[config.mk]
export PLATFORM = sky130hd
export DESIGN_NAME = npu_mem_byte_seq
export DESIGN_NICKNAME = d
export VERILOG_FILES = /design/src/rtl/npu_mem_byte_seq.sv
export SDC_FILE = /design/constraint.sdc
export NUM_CORES = 1
export LEC_CHECK = 0
export ABC_CLOCK_PERIOD_IN_PS = 2100
export BUFFER_PORTS_ARGS = -buffer_cell sky130_fd_sc_hd__buf_2
export CORE_ASPECT_RATIO = 1.25
export CORE_MARGIN = 1.5
export CORE_UTILIZATION = 49
export DETAILED_ROUTE_END_ITERATION = 16
export PLACE_DENSITY_LB_ADDON = 0.12
export REMOVE_ABC_BUFFERS = 1
export SLEW_MARGIN = 20
export SYNTH_ARGS = -nofsm -noshare
export SYNTH_HDL_FRONTEND = slang
export SYNTH_SLANG_ARGS = --single-unit
[constraint.sdc]
create_clock -name clk -period 2.1 [get_ports clk]
set_input_delay 0.315 -clock clk [delete_from_list [all_inputs] [get_ports clk]]
set_output_delay 0.315 -clock clk [all_outputs]
set_load 0.005 [all_outputs]
[src/rtl/npu_mem_byte_seq.sv]
// npu_mem_byte_seq: sequences 32-bit word requests into four byte accesses
// on a 2048x8 synchronous-read RAM and reassembles the read bytes.
module npu_mem_byte_seq #(
    parameter int unsigned         MEMSEL_W = 6,
    parameter int unsigned         REGSEL_W = 14,
    parameter logic [MEMSEL_W-1:0] MEM_ADDR = '0
) (
    input  logic                clk,
    input  logic                rst_n,
    input  logic                req_valid,
    output logic                req_ready,
    input  logic                req_we,
    input  logic [MEMSEL_W-1:0] req_memsel,
    input  logic [REGSEL_W-1:0] req_addr,
    input  logic [3:0]          req_be,
    input  logic [31:0]         req_wdata,
    output logic                rsp_valid,
    output logic                rsp_err,
    output logic [31:0]         rsp_rdata,
    output logic [MEMSEL_W-1:0] mem_adr,
    output logic [REGSEL_W-1:0] reg_adr,
    output logic [7:0]          din,
    output logic                we,
    input  logic [7:0]          dout
);

    typedef enum logic [2:0] {IDLE, WR, RD, RDLAST, RESP} state_t;

    state_t                state_q, state_d;
    logic [1:0]            cnt_q, cnt_d, cnt_nxt;
    logic [REGSEL_W-3:0]   waddr_q, waddr_d;
    logic [3:0]            be_q, be_d;
    logic [31:0]           wdata_q, wdata_d;
    logic [23:0]           rdata_q, rdata_d;
    logic [MEMSEL_W-1:0]   mem_adr_q, mem_adr_d;
    logic [REGSEL_W-1:0]   reg_adr_q, reg_adr_d;
    logic [7:0]            din_q, din_d;
    logic                  we_q, we_d;
    logic                  rsp_valid_q, rsp_valid_d;
    logic                  rsp_err_q, rsp_err_d;
    logic [31:0]           rsp_rdata_q, rsp_rdata_d;

    // Word alignment makes the low address bits irrelevant.
    logic unused_addr_lsbs;
    assign unused_addr_lsbs = ^req_addr[1:0];

    assign req_ready = (state_q == IDLE);
    assign mem_adr   = mem_adr_q;
    assign reg_adr   = reg_adr_q;
    assign din       = din_q;
    assign we        = we_q;
    assign rsp_valid = rsp_valid_q;
    assign rsp_err   = rsp_err_q;
    assign rsp_rdata = rsp_rdata_q;

    // Next-state and registered-output logic; RAM bus values are computed one
    // cycle ahead so the byte for cnt appears while the FSM sits at cnt.
    always_comb begin
        state_d     = state_q;
        cnt_d       = cnt_q;
        cnt_nxt     = cnt_q + 2'd1;
        waddr_d     = waddr_q;
        be_d        = be_q;
        wdata_d     = wdata_q;
        rdata_d     = rdata_q;
        mem_adr_d   = mem_adr_q;
        reg_adr_d   = reg_adr_q;
        din_d       = din_q;
        we_d        = 1'b0;
        rsp_valid_d = 1'b0;
        rsp_err_d   = rsp_err_q;
        rsp_rdata_d = rsp_rdata_q;

        unique case (state_q)
            IDLE: begin
                if (req_valid) begin
                    waddr_d = req_addr[REGSEL_W-1:2];
                    be_d    = req_be;
                    wdata_d = req_wdata;
                    cnt_d   = 2'd0;
                    rdata_d = '0;
                    if (req_memsel != MEM_ADDR) begin
                        state_d     = RESP;
                        rsp_valid_d = 1'b1;
                        rsp_err_d   = 1'b1;
                        rsp_rdata_d = '0;
                    end else begin
                        mem_adr_d = req_memsel;
                        reg_adr_d = {req_addr[REGSEL_W-1:2], 2'd0};
                        if (req_we) begin
                            state_d = WR;
                            din_d   = req_wdata[7:0];
                            we_d    = req_be[0];
                        end else begin
                            state_d = RD;
                            din_d   = '0;
                        end
                    end
                end
            end
            WR: begin
                if (cnt_q == 2'd3) begin
                    state_d     = RESP;
                    rsp_valid_d = 1'b1;
                    rsp_err_d   = 1'b0;
                    rsp_rdata_d = '0;
                end else begin
                    cnt_d     = cnt_nxt;
                    reg_adr_d = {waddr_q, cnt_nxt};
                    din_d     = wdata_q[{cnt_nxt, 3'b000} +: 8];
                    we_d      = be_q[cnt_nxt];
                end
            end
            RD: begin
                // dout lags the address by one cycle, so cnt k returns byte k-1.
                unique case (cnt_q)
                    2'd1:    rdata_d[7:0]   = dout;
                    2'd2:    rdata_d[15:8]  = dout;
                    2'd3:    rdata_d[23:16] = dout;
                    default: ;
                endcase
                if (cnt_q == 2'd3) begin
                    state_d = RDLAST;
                end else begin
                    cnt_d     = cnt_nxt;
                    reg_adr_d = {waddr_q, cnt_nxt};
                    din_d     = '0;
                end
            end
            RDLAST: begin
                state_d     = RESP;
                rsp_valid_d = 1'b1;
                rsp_err_d   = 1'b0;
                rsp_rdata_d = {dout, rdata_q};
            end
            RESP: begin
                state_d = IDLE;
            end
            default: begin
                state_d = IDLE;
            end
        endcase
    end

    // State and output registers with asynchronous active-low reset.
    always_ff @(posedge clk or negedge rst_n) begin
        if (!rst_n) begin
            state_q     <= IDLE;
            cnt_q       <= '0;
            waddr_q     <= '0;
            be_q        <= '0;
            wdata_q     <= '0;
            rdata_q     <= '0;
            mem_adr_q   <= '0;
            reg_adr_q   <= '0;
            din_q       <= '0;
            we_q        <= 1'b0;
            rsp_valid_q <= 1'b0;
            rsp_err_q   <= 1'b0;
            rsp_rdata_q <= '0;
        end else begin
            state_q     <= state_d;
            cnt_q       <= cnt_d;
            waddr_q     <= waddr_d;
            be_q        <= be_d;
            wdata_q     <= wdata_d;
            rdata_q     <= rdata_d;
            mem_adr_q   <= mem_adr_d;
            reg_adr_q   <= reg_adr_d;
            din_q       <= din_d;
            we_q        <= we_d;
            rsp_valid_q <= rsp_valid_d;
            rsp_err_q   <= rsp_err_d;
            rsp_rdata_q <= rsp_rdata_d;
        end
    end

endmodule

==> results.yml <==
global_route:
  antenna_found_initial: 0
  grt_overflow: 0
  grt_usage_pct: 21.0
  grt_max_degree: 63
  grt_pass1_vias: 4071
  grt_pass1_wl_um: 20500
drt:
  vias_per_cell: 5.24
  wl_per_cell_um: 17.0
  first_iter_violations: 105
  totalWireLength_um: 12700
  ant_nets: 0
  vias: 3892
  drc: 0
  drt_first_pass_iters: 4
critical_path:
  path_buf_inv: 1
  crit_cells: 6
  crit_fanout: 5
  setup.worst_path.start_class: "flip-flop"
  cp_cell_sequence: "ha_2 -> o21a_1 -> a311o_1 -> a21oi_4 -> clkbuf_16 -> mux2_4"
  critPathCaptureType: "flip-flop"
  cp-startpoint: "cnt_q[0]"
  critPathMaxStageDelay_ns: 0.38
  crit_type: "reg -> reg"
  cp_data_arrival_time_ns: 2.37
  critPathTopFamily: "compound AO/OA/AOI/OAI gates"
  cp.required_ns: 2.40
  r2r_slack_ns: 0.02
  rr_endpoint: "reg_adr[2]"
  worstSetupEndpoint: "reg_adr[2]"
  critPathSlowestCell: "dfrtp_1"
  r2r_start: "cnt_q[0]"
  rr_worst_depth: 6
synthesis:
  ys_warn_count: 0
  synth_area_sq_mm: 0.00587
  synthesis.area_per_instance_sq_um: 14.2
  synth_cells: 413
  ys_seq_area_share_pct: 59.7
  ys_types: 37
  yosys_register_bits: 140
clock_network:
  cts.htree.levels: 4
  clockBufferDepth: 2
  path_clk_slew_ns: 0.06
  clkLatencyLatePin_ns: 0.41
  cts_buffers: 17
  cts_tree: "yes"
  clkSinkCount: 140
  cts-root-buf: "clkbuf_16"
cells_and_area:
  layout_common_cells: "140 x dfrtp_1, 128 x buf_2, 86 x mux2_2"
  diodes: 0
  syn2layout_area_growth_pct: 29.2
  final_common_cell: "dfrtp_1"
  nets: 640
  drive_above_1_share_pct: 51.2
floorplan:
  die_w_um: 101
  io_pins: 132
  die_y_um: 125
  die-area_sq_mm: 0.0126
  std_cell_rows: 44
  initial_utilization_pct: 50.3
  core_sq_mm: 0.0117
timing:
  period_minus_slack_ns: 2.08
  setup_violations: 0
  finalHoldViolations: 0
  fin_ws_ns: 0.0245
  timing.hold.ws_ns: 0.129
  fmax_ghz: 0.482
  slew_headroom_pct: 59.4
  fin_skew_ns: 0.00656
  drv_slew: 0
  rsz0062_at_grt: "true"
  final.period_utilization_pct: 98.8
  tightest_slew_ns: 0.609
status:
  outcome: "completed"
pwr:
  peakVddDrop_uv: 589
  leakagePower_nw: 3.87
  p_per_area_mw_per_mm2: 949
place:
  port_buffers: 129
  hpwl_um: 8320
  gp_congestion: 0.776
  pre_cts_slack_ns: 0.0536
flow_run:
  max_cap_violations: 0
hold_path:
  min_path_type: "in -> reg"
## stage by stage
step                      cell area, sq um  setup TNS [ns]  std cells  power (mW)  util, %
after global placement                6880               0        703        4.17     58.9
after global routing                  7580          -0.191        743        7.52     65.0
after detailed placement              6880               0        703        4.22     58.9
after floorplan                       5730          -84.69        387        3.75        -
final                                 7580               0        743        7.20     65.0
after CTS                             7480               0        736        7.25     64.1
## per-layer routing
metal	vias up	track usage, %	part of all wire (%)
met1	1961	26.2	43
met4	0	8.82	1.9
li1	1816	-	-
met3	19	5.93	4.7
met5	-	0	0
met2	96	34.3	50
## kinds of logic after synthesis
group	after synthesis	share of synthesized area, %
flip-flops	140	59.7
multiplexers	122	23.6
AO/OA/AOI/OAI	65	8.85
buffers and inverters	43	3.43
AND/OR/NAND/NOR	39	3.62
adder cells (fa/ha/maj)	3	0.640
XOR/XNOR	1	0.149
## worst min-delay path by stage
| stage | cells past startpoint | startpoint | slack [ns] | end |
|---|---|---|---|---|
| 3_5_place_dp | 1 | rst_n | 0.34 | rsp_rdata[2] |
| 5_1_grt | 2 | req_wdata[26] | 0.11 | wdata_q[26] |
| 3_3_place_gp | 1 | rst_n | 0.33 | rsp_rdata[18] |
| 6_report | 2 | req_wdata[13] | 0.13 | wdata_q[13] |
| 4_1_cts | 2 | req_wdata[13] | 0.11 | wdata_q[13] |
| 2_1_floorplan | 0 | rst_n | 0.02 | be_q[0] |
## flip-flops by register name, summed over array words and instances (netlist names), 2 cells and up
register	cells
wdata_q	32
reg_adr	14
waddr_q	12
mem_adr	6
din	8
rdata_q	24
rsp_rdata	32
state_q	3
be_q	4
cnt_q	2
## Yosys cell counts
master	n	area, sq um
o21ai_0	1	5.00
nand4_1	1	6.26
or2_2	1	6.26
mux4_2	1	22.5
nor4_1	1	6.26
buf_4	5	37.5
o32ai_1	1	8.76
a311o_1	1	10.0
and3_1	9	56.3
nand2b_1	2	12.5
or4b_1	1	10.0
ha_1	3	37.5
mux2_2	86	968
or4bb_1	1	11.3
a311oi_1	1	8.76
nand2_1	9	33.8
o21a_1	1	7.51
mux2_4	9	135
clkbuf_1	8	30.0
nor2_1	7	26.3
a31oi_1	9	56.3
a211oi_1	2	15.0
o22ai_1	8	50.1
buf_6	1	11.3
and2_1	7	43.8
mux2i_1	26	260
o31ai_1	1	7.51
dfrtp_1	140	3500
inv_1	17	63.8
a22o_1	33	289
buf_2	11	55.1
a21oi_1	2	10.0
o21ai_2	1	8.76
xor2_1	1	8.76
a21oi_2	3	26.3
a21oi_4	1	16.3
buf_1	1	3.75
## timing repair
item	CTS	global route
setup buffers	0	4
gates resized for setup	0	3
endpoints found under the hold margin	58	0
hold buffers	1	0
endpoints found under the setup margin	0	9
## power breakdown
part	switching, mW	internal [mW]
sequential	0.171	3.01
combinational	0.442	0.577
clock	1.13	1.87
total	1.75	5.46
## area by class of cell
| type | instances | area [sq um] |
|---|---|---|
| multi-input cells | 230 | 2180 |
| clock inverters | 14 | 170 |
| inverters | 17 | 63.8 |
| fillers | 919 | 4090 |
| well taps | 161 | 201 |
| clock buffers | 18 | 429 |
| repair buffers | 163 | 1040 |
| flip-flops and latches | 140 | 3500 |
(Power assumes the default switching activity.)
